## src/rtl/mem_port_arbiter_pkg.sv

```systemverilog
// mem_port_arbiter_pkg: shared defaults, op encoding, FSM states and an index helper.
package mem_port_arbiter_pkg;

  localparam int DEF_AW = 20;
  localparam int DEF_DW = 8;
  // Width of busy_ch and the round-robin pointer; covers up to 8 channels.
  localparam int IDX_W  = 3;

  typedef enum logic {
    OP_RD = 1'b0,
    OP_WR = 1'b1
  } op_e;

  typedef enum logic [1:0] {
    ST_IDLE  = 2'd0,
    ST_ISSUE = 2'd1,
    ST_WAIT  = 2'd2
  } state_e;

  // Advance a channel index by one, wrapping back to 0 at n.
  function automatic logic [IDX_W-1:0] wrap_inc(input logic [IDX_W-1:0] idx, input int n);
    return (int'(idx) + 1 >= n) ? '0 : idx + IDX_W'(1);
  endfunction

endpackage

```

## src/rtl/mem_port_arbiter_arb_pick.sv

```systemverilog
// mem_port_arbiter_arb_pick: combinational picker. Chooses the lowest pending
// index at or above 'start', wrapping to the lowest pending index overall.
// Tying start to 0 gives fixed lowest-index-wins priority.
module mem_port_arbiter_arb_pick
  import mem_port_arbiter_pkg::*;
#(
  parameter int NCH = 2
) (
  input  logic [NCH-1:0]   pend,
  input  logic [IDX_W-1:0] start,
  output logic             any,
  output logic [NCH-1:0]   grant,
  output logic [IDX_W-1:0] idx
);

  logic             hi_hit;
  logic [IDX_W-1:0] hi_idx;
  logic [IDX_W-1:0] lo_idx;

  // Scan downwards so the last hit recorded is the lowest qualifying index.
  always_comb begin
    // NOTE: every variable written here gets a default first, so no path
    // leaves one unassigned and infers a latch.
    hi_hit = 1'b0;
    hi_idx = '0;
    lo_idx = '0;
    any    = 1'b0;
    grant  = '0;
    for (int i = NCH - 1; i >= 0; i--) begin
      if (pend[i]) begin
        any    = 1'b1;
        lo_idx = IDX_W'(i);
        if (i >= int'(start)) begin
          hi_hit = 1'b1;
          hi_idx = IDX_W'(i);
        end
      end
    end
    idx = hi_hit ? hi_idx : lo_idx;
    for (int i = 0; i < NCH; i++) begin
      grant[i] = any && (idx == IDX_W'(i));
    end
  end

endmodule

```

## src/rtl/mem_port_arbiter.sv

```systemverilog
// mem_port_arbiter: shares one byte-wide memory back end among NCH requesters
// using begin_wr/begin_rd/finish handshakes. Each channel owns a one-deep
// request slot; a single IDLE/ISSUE/WAIT FSM serves one slot at a time.
module mem_port_arbiter
  import mem_port_arbiter_pkg::*;
#(
  parameter int NCH     = 2,
  parameter int AW      = DEF_AW,
  parameter int DW      = DEF_DW,
  parameter int RR_MODE = 0
) (
  input  logic              mclk,
  input  logic              reset,
  input  logic [NCH-1:0]    ch_begin_wr,
  input  logic [NCH-1:0]    ch_begin_rd,
  input  logic [NCH*AW-1:0] ch_addr,
  input  logic [NCH*DW-1:0] ch_data_wr,
  output logic [NCH-1:0]    ch_finish,
  output logic [NCH*DW-1:0] ch_data_rd,
  output logic [NCH-1:0]    ch_overrun,
  output logic              mem_req,
  output logic              mem_we,
  output logic [AW-1:0]     mem_addr,
  output logic [DW-1:0]     mem_wdata,
  input  logic              mem_ack,
  input  logic [DW-1:0]     mem_rdata,
  output logic [2:0]        busy_ch
);

  state_e           state;
  state_e           state_nxt;
  logic             load;
  logic             done;
  logic [NCH-1:0]   pend;
  logic [NCH-1:0]   clr_pend;
  logic [NCH-1:0]   pick_grant;
  logic             pick_any;
  logic [IDX_W-1:0] pick_idx;
  logic [IDX_W-1:0] pick_start;
  logic [IDX_W-1:0] rr_ptr;
  op_e              slot_op   [NCH];
  logic [AW-1:0]    slot_addr [NCH];
  logic [DW-1:0]    slot_data [NCH];
  op_e              win_op;
  logic [AW-1:0]    win_addr;
  logic [DW-1:0]    win_data;

  for (genvar i = 0; i < NCH; i++) begin : g_slot
    logic          start_req;
    logic          pend_q;
    logic          overrun_q;
    logic          finish_q;
    op_e           op_q;
    logic [AW-1:0] addr_q;
    logic [DW-1:0] data_q;
    logic [DW-1:0] rdata_q;

    assign start_req   = ch_begin_wr[i] | ch_begin_rd[i];
    assign clr_pend[i] = done && (busy_ch == IDX_W'(i));

    // Pending/overrun flags, completion pulse and returned read data.
    always_ff @(posedge mclk or negedge reset) begin
      // NOTE: sequential state uses non-blocking assignments so every flop
      // samples pre-edge values regardless of block evaluation order.
      if (!reset) begin
        pend_q    <= 1'b0;
        overrun_q <= 1'b0;
        finish_q  <= 1'b0;
        rdata_q   <= '0;
      end else begin
        finish_q <= clr_pend[i];
        if (clr_pend[i] && !mem_we) rdata_q <= mem_rdata;
        if (start_req && pend_q) overrun_q <= 1'b1;
        if (clr_pend[i])         pend_q <= 1'b0;
        else if (start_req)      pend_q <= 1'b1;
      end
    end

    // Request payload, captured only while the slot is free.
    always_ff @(posedge mclk) begin
      // NOTE: payload flops are deliberately not reset; pend_q qualifies them,
      // so their power-up contents are never forwarded.
      if (start_req && !pend_q) begin
        op_q   <= ch_begin_wr[i] ? OP_WR : OP_RD;
        addr_q <= ch_addr[i*AW +: AW];
        data_q <= ch_data_wr[i*DW +: DW];
      end
    end

    assign pend[i]                = pend_q;
    assign ch_overrun[i]          = overrun_q;
    assign ch_finish[i]           = finish_q;
    assign ch_data_rd[i*DW +: DW] = rdata_q;
    assign slot_op[i]             = op_q;
    assign slot_addr[i]           = addr_q;
    assign slot_data[i]           = data_q;
  end

  assign pick_start = (RR_MODE != 0) ? rr_ptr : '0;

  mem_port_arbiter_arb_pick #(.NCH(NCH)) u_pick (
    .pend  (pend),
    .start (pick_start),
    .any   (pick_any),
    .grant (pick_grant),
    .idx   (pick_idx)
  );

  // Route the granted slot's payload towards the back-end registers.
  always_comb begin
    win_op   = OP_RD;
    win_addr = '0;
    win_data = '0;
    for (int i = 0; i < NCH; i++) begin
      if (pick_grant[i]) begin
        win_op   = slot_op[i];
        win_addr = slot_addr[i];
        win_data = slot_data[i];
      end
    end
  end

  // FSM state register.
  always_ff @(posedge mclk or negedge reset) begin
    if (!reset) state <= ST_IDLE;
    else        state <= state_nxt;
  end

  // Next state plus the grant (load) and completion (done) strobes.
  always_comb begin
    state_nxt = state;
    load      = 1'b0;
    done      = 1'b0;
    unique case (state)
      ST_IDLE: begin
        if (pick_any) begin
          load      = 1'b1;
          state_nxt = ST_ISSUE;
        end
      end
      ST_ISSUE: state_nxt = ST_WAIT;
      ST_WAIT: begin
        if (mem_ack) begin
          done      = 1'b1;
          state_nxt = ST_IDLE;
        end
      end
      default: state_nxt = ST_IDLE;
    endcase
  end

  // mem_req is only high in WAIT, so an ack outside WAIT has no effect.
  assign mem_req = (state == ST_WAIT);

  // Hold the winner's request on the back-end bus; track whom we serve.
  always_ff @(posedge mclk or negedge reset) begin
    if (!reset) begin
      mem_we    <= 1'b0;
      mem_addr  <= '0;
      mem_wdata <= '0;
      busy_ch   <= '0;
      rr_ptr    <= '0;
    end else if (load) begin
      mem_we    <= (win_op == OP_WR);
      mem_addr  <= win_addr;
      mem_wdata <= win_data;
      busy_ch   <= pick_idx;
      rr_ptr    <= wrap_inc(pick_idx, NCH);
    end else if (done) begin
      busy_ch   <= '0;
    end
  end

endmodule
```

## config.mk

```make
export PLATFORM = sky130hd
export DESIGN_NAME = mem_port_arbiter
export DESIGN_NICKNAME = d
export VERILOG_FILES = /design/src/rtl/mem_port_arbiter_pkg.sv /design/src/rtl/mem_port_arbiter_arb_pick.sv /design/src/rtl/mem_port_arbiter.sv
export SDC_FILE = /design/constraint.sdc
export NUM_CORES = 1
export LEC_CHECK = 0
export ABC_AREA = 1
export BUFFER_PORTS_ARGS = -buffer_cell sky130_fd_sc_hd__buf_2
export CAP_MARGIN = 20
export CELL_PAD_IN_SITES_DETAIL_PLACEMENT = 0
export CELL_PAD_IN_SITES_GLOBAL_PLACEMENT = 1
export CORE_MARGIN = 2
export CORE_UTILIZATION = 44
export CTS_BUF_LIST = sky130_fd_sc_hd__clkbuf_4
export DETAILED_ROUTE_END_ITERATION = 12
export HOLD_SLACK_MARGIN = 0.08
export PLACE_DENSITY_LB_ADDON = 0.25
export SYNTH_ARGS = -nofsm -noshare
export SYNTH_HDL_FRONTEND = slang
export SYNTH_SLANG_ARGS = --single-unit
```

## constraint.sdc

```tcl
create_clock -name mclk -period 4.2 [get_ports mclk]
set_input_delay 0.63 -clock mclk [delete_from_list [all_inputs] [get_ports mclk]]
set_output_delay 0.63 -clock mclk [all_outputs]
set_load 0.1 [all_outputs]
```

==> flow_summary_export.csv, run 1 <==
group,metric,value,unit
status,status,"complete, no violations",
sta,slew_violations,0,
yosys,synth_top_family_by_area,"simple AND/OR/NAND/NOR gates",
floorplanning,die_width,103,um
yosys,yosys.area_share.simple,0.228,
place,hpwl,5630,um
clock_tree,cts_tree,"built",
clock_tree,clock_path_buffers,2,
route,vias_per_cell,4.70,
cells_and_area,final_cell_mix,"nand2_1, buf_2, edfxtp_1, dfrtp_1, nand3_1",
cells_and_area,final_area,5100,um^2
global_routing,grt_pass1_vias,2948,
floorplanning,initial_core_util,0.446,
route,num_vias,3007,
yosys,yosys_warnings,0,
critical_path,cp.arrival,1.51,ns
cells_and_area,post_layout_nonfiller_instances,640,
yosys,synth_seq_cells,112,
yosys,synth_area,4300,um^2
sta,period_needed,2.14,ns
critical_path,slowest_stage,"buf_2",
global_routing,grt_start_max_net_pins,55,
cells_and_area,fillers,911,
sta,worst_slew_pin_slew,1.04,ns
sta,rsz0062_at_grt,"no",
place,gp_congestion,0.778,
job,maxCapViolCount,0,
floorplanning,fp.coreArea,9640,um^2
floorplanning,rows,36,
worst_hold_path,min_path_type,"in -> async",
route,drt_iter0_markers,113,
route,drcViolationCount,0,
critical_path,critPathKind,"reg -> out",
clock_tree,cts_buffers,9,
floorplanning,die_y,103,um
cells_and_area,final_common_cell,"nand2_1",
critical_path,cpPeakStageDelay,0.44,ns
yosys,synth_cell_type_count,23,
sta,relSlewSlack,0.306,
route,final_antenna_net_count,0,
critical_path,path_max_fanout,3,
place,port_buffers,121,
critical_path,critPathBufInv,2,
critical_path,cp.required,3.57,ns
cells_and_area,multiInputGateArea,1050,um^2
sta,tns,0,ns
place,placed_area,4970,um^2
sta,fmax,468,MHz
yosys,synth_compound_area_frac,0.0105,
cells_and_area,layout-drive-gt1-share,0.292,
clock_tree,cts_hold_buf,0,
yosys,syn_avg_cell_area,11.1,um^2
sta,fin_crit_sh,0.508,
place,dpl.cell_count,623,
cells_and_area,syn2layout_area_growth,18.7,%
critical_path,cpLargestDelayFamily,"buffers and inverters",
cells_and_area,antenna_cells,0,
clock_tree,ctsResizeCount,0,
global_routing,antenna_found_initial,1,
yosys,netlist_instances,388,
global_routing,grt_pass1_wl,14400,um
clock_tree,cts_root_buffer,"clkbuf_4",
critical_path,cp_cell_sequence,"inv_1 -> nor2_4 -> buf_2",
global_routing,grt_overflow,0,
sta,setup_viol,0,
clock_tree,cts_sinks,112,
clock_tree,clkLatencyLatePin,0.44,ns
sta,fin_skew,0.0132,ns
yosys,synth-adder-area-share,0,
sta,hold_viol,0,
floorplanning,dieArea,10600,um^2
global_routing,grt.total_usage,0.181,
clock_tree,post-cts-setup-buffers,0,
clock_tree,htree_levels,3,
yosys,yosys.area_share.xor_xnor,0,
critical_path,cp-end-kind,"output port",
critical_path,critPathLaunchType,"flip-flop",
route,wl_per_cell,13.8,um
cells_and_area,seq_area,3090,um^2
clock_tree,clk_pin_slew,0.16,ns
sta,fin_hold_ws,0.286,ns
route,wl,8800,um
floorplanning,io_pins,124,
route,first_pass_iters,4,
cells_and_area,nNetsFinal,573,
yosys,synth_mux_area_frac,0,
yosys,ys_seq_area_frac,0.719,
per-layer routing:
metal | up-vias | GRT usage | wire, um
met2 | 99 | 0.290 | 4150
met5 | - | 0 | 13
li1 | 1494 | - | -
met3 | 14 | 0.0400 | 571
met1 | 1398 | 0.246 | 3930
met4 | 2 | 0.0658 | 136
cells in the mapped netlist:
master / count / share of area
nand2_1: 177 / 0.15
edfxtp_1: 58 / 0.41
dfrtp_1: 54 / 0.31
nand3_1: 47 / 0.055
buf_2: 12 / 0.014
buf_4: 7 / 0.012
inv_1: 7 / 0.0061
nor2_1: 5 / 0.0044
nor2_4: 3 / 0.0079
a21oi_1: 2 / 0.0023
buf_6: 2 / 0.0052
clkbuf_1: 2 / 0.0017
nand4_1: 2 / 0.0029
a21o_1: 1 / 0.0017
clkinv_1: 1 / 0.00087
conb_1: 1 / 0.00087
inv_2: 1 / 0.00087
nand3_2: 1 / 0.0023
nor2_2: 1 / 0.0015
o21ai_1: 1 / 0.0012
o21ai_2: 1 / 0.0020
o21bai_1: 1 / 0.0017
o22ai_1: 1 / 0.0015
worst register-to-register path: stages, from the launching register on:
cell     delay, ns
dfrtp_1       0.64
buf_8         0.27
inv_1         0.76
nand3_1       0.14
nand2_1       0.10
nand2_1       0.05
o21ai_1       0.09
kinds of logic (layout without fill, tap and decap cells):
kind of cell	count (synthesis)	in the layout
AO/OA/AOI/OAI	7	7
buffers and inverters	32	150
flip-flops	112	112
other	1	2
AND/OR/NAND/NOR	236	236
path summary, 6_finish.rpt:
| kind | startpoint | to | slack (ns) | cells past startpoint |
|---|---|---|---|---|
| worst max-delay path | state[1]$_DFFE_PN0P_ | mem_req | 2.06 | 3 |
| worst min-delay path | reset | g_slot[1].rdata_q[7]$_DFFE_PN0P_ | 0.29 | 2 |
| worst max register to register | g_slot[0].pend_q$_DFFE_PN0P_ | mem_we$_DFFE_PN0P_ | 2.08 | 6 |
| worst min register to register | g_slot[1].overrun_q$_DFFE_PN0P_ | g_slot[1].overrun_q$_DFFE_PN0P_ | 0.48 | 1 |
| max in group asynchronous | reset | mem_addr[0]$_DFFE_PN0P_ | 3.44 | 2 |
| min in group mclk | ch_addr[3] | g_slot[0].addr_q[3]$_DFFE_PP_ | 0.35 | 1 |
stage by stage:
stage	utilization	setup slack (ns)
after floorplan	-	1.65
after global placement	0.516	1.69
after detailed placement	0.516	1.62
after CTS	0.528	1.60
after global routing	0.529	1.78
final	0.529	2.06
registers in the layout, summed over array words and instances, names as in the netlist:
name,flops
g_slot.addr_q,40
mem_addr,20
g_slot.data_q,16
g_slot.rdata_q,16
mem_wdata,8
g_slot.finish_q,2
g_slot.op_q,2
g_slot.overrun_q,2
g_slot.pend_q,2
state,2
busy_ch,1
mem_we,1
cell type report:
cell class / count / area share
Sequential cell: 112 / 0.606
Timing Repair Buffer: 125 / 0.126
Inverter: 9 / 0.00662
Clock buffer: 9 / 0.0132
Tap cell: 133 / 0.0326
Multi-Input combinational cell: 245 / 0.206
Clock inverter: 7 / 0.00907
Power of run 1 is left out: the tool's default activity adds up to more than one toggle a clock period on the data nets, which glitch-free logic cannot reach.
==> inputs of run 2 (changes only) <==
CORE_UTILIZATION = 41   (was 44)
clock period = 2.1 ns   (was 4.2 ns; I/O delays follow)
==> run 2 against run 1 <==
  * Final area increased by 14%
  * Largest cell class unchanged
  * Flip-flop and latch count unchanged
  * Highest routed layer is now met4
  * Critical endpoint unchanged
  * Via count increased by 9.5%
  * Global-route usage increased by 0.77 points
==> flow_summary_export.csv, run 2 (synthesized netlist as in run 1, its figures left out) <==
group,metric,value,unit
worst_hold_path,min_path_type,"in -> reg",
clock_tree,clk_pin_slew,0.17,ns
global_routing,grt_util_met3,0.0325,
clock_tree,cts_buffers,9,
floorplanning,initial_core_util,0.420,
status,status,"complete, no violations",
critical_path,cp-end-kind,"output port",
clock_tree,clock_path_buffers,2,
critical_path,timing.rr.start,"g_slot[0].pend_q$_DFFE_PN0P_",
sta,hold_viol,0,
global_routing,grt_overflow,0,
critical_path,critPathKind,"reg -> out",
route,first_pass_iters,4,
place,gp_congestion,0.738,
cells_and_area,nNetsFinal,643,
floorplanning,fp.coreArea,10200,um^2
global_routing,grt_pass1_vias,3333,
clock_tree,htree_levels,3,
cells_and_area,top_register,"g_slot.addr_q",
sta,fin_skew,0.0204,ns
route,num_vias,3294,
critical_path,timing.rr.end,"mem_addr[17]$_DFFE_PN0P_",
global_routing,grt_pass1_wl,16400,um
clock_tree,cts_root_buffer,"clkbuf_4",
floorplanning,die_width,106,um
clock_tree,ctsResizeCount,0,
critical_path,ff2ff_setup_slack,0.58,ns
worst_hold_path,min_to,"g_slot[0].rdata_q[6]$_DFFE_PN0P_",
critical_path,critPathLaunchType,"flip-flop",
critical_path,cp-startpoint,"state[0]$_DFFE_PN0P_",
sta,tns,0,ns
sta,worst_slew_pin_slew,0.710,ns
sta,relSlewSlack,0.526,
sta,fmax,555,MHz
clock_tree,post-cts-setup-buffers,0,
critical_path,ff2ff_path_depth,4,
sta,timing.final.ws_setup,0.299,ns
sta,slew_violations,0,
clock_tree,cts_hold_buf,63,
clock_tree,clkLatencyLatePin,0.44,ns
route,drt_iter0_markers,175,
job,maxCapViolCount,0,
cells_and_area,layout-drive-gt1-share,0.270,
route,vias_per_cell,4.62,
sta,fin_crit_sh,0.858,
cells_and_area,final_util,0.570,
floorplanning,io_pins,124,
global_routing,grtUsageMet1,0.244,
clock_tree,cts_sinks,112,
route,wl_per_cell,14.2,um
route,drcViolationCount,0,
cells_and_area,top_regs,"g_slot.addr_q x40, mem_addr x20",
global_routing,grt.total_usage,0.189,
cells_and_area,syn2layout_area_growth,35.7,%
cells_and_area,largest_reg_flops,40,
global_routing,antenna_found_initial,0,
critical_path,cp.arrival,1.49,ns
cells_and_area,antenna_cells,0,
cells_and_area,final_common_cell,"nand2_1",
global_routing,grt_start_max_net_pins,55,
floorplanning,die_y,106,um
sta,period_needed,1.80,ns
cells_and_area,final_cell_mix,"nand2_1, buf_2, dlygate4sd3_1, edfxtp_1, dfrtp_1",
place,place_worst_setup_slack,0.542,ns
route,final_antenna_net_count,0,
floorplanning,dieArea,11300,um^2
place,hpwl,6120,um
sta,rsz0062_at_grt,"no",
worst_hold_path,min_path_cells,3,
critical_path,cp.required,1.78,ns
worst_hold_path,min_from,"mem_rdata[6]",
place,port_buffers,121,
sta,setup_viol,0,
global_routing,grt_use_met2,0.322,
clock_tree,cts_tree,"built",
critical_path,path_max_fanout,4,
route,wl,10200,um
floorplanning,rows,37,
global_routing,top_usage_layer,"met2",
## run 2: changes by cell type in the layout (fill, tap and decap cells not counted), sizes merged
cell	before	now
bufinv	0	2
buf	125	132
clkbuf	9	11
clkinvlp	1	0
inv	10	8
dlygate4sd3	0	63
clkinv	5	4
## run 2: worst max-delay path by stage
stage,depth (start not counted),endpoint,slack (ns)
finish,2,mem_req,0.30
global route,3,mem_req,0.19
CTS,2,mem_req,0.26
detailed placement,4,mem_addr[8]$_DFFE_PN0P_,0.54
global placement,4,mem_we$_DFFE_PN0P_,0.58
floorplan,4,g_slot[0].rdata_q[6]$_DFFE_PN0P_,0.22
## run 2: area by class of cell
type | count | area, um^2
clock buffers | 11 | 82.6
clock inverters | 5 | 81.3
fillers | 918 | 4400
inverters | 9 | 33.8
multi-input cells | 245 | 1050
flip-flops and latches | 112 | 3090
well taps | 136 | 170
repair buffers | 195 | 1320
## run 2: through the flow
| stage | cell area (um^2) | std cells | hold WS (ns) |
|---|---|---|---|
| 2_1_floorplan | 4310 | 389 | 0.0194 |
| 3_3_place_gp | 5040 | 634 | 0.450 |
| 3_5_place_dp | 5040 | 634 | 0.453 |
| 4_1_cts | 5830 | 713 | 0.0800 |
| 5_1_grt | 5830 | 713 | 0.0901 |
| 6_report | 5830 | 713 | 0.110 |
## run 2: worst max-delay path: stages (launching register included)
cell and delay [ns]:
dfrtp_1 0.47, nor2_4 0.14, buf_2 0.44
## run 2: routing by layer
layer / share of wire / up-vias
met3: 0.048 / 12
met1: 0.45 / 1557
li1: - / 1630
met5: 0 / -
met2: 0.49 / 95
met4: 0.012 / 0
Power of run 2 is left out for the same reason.
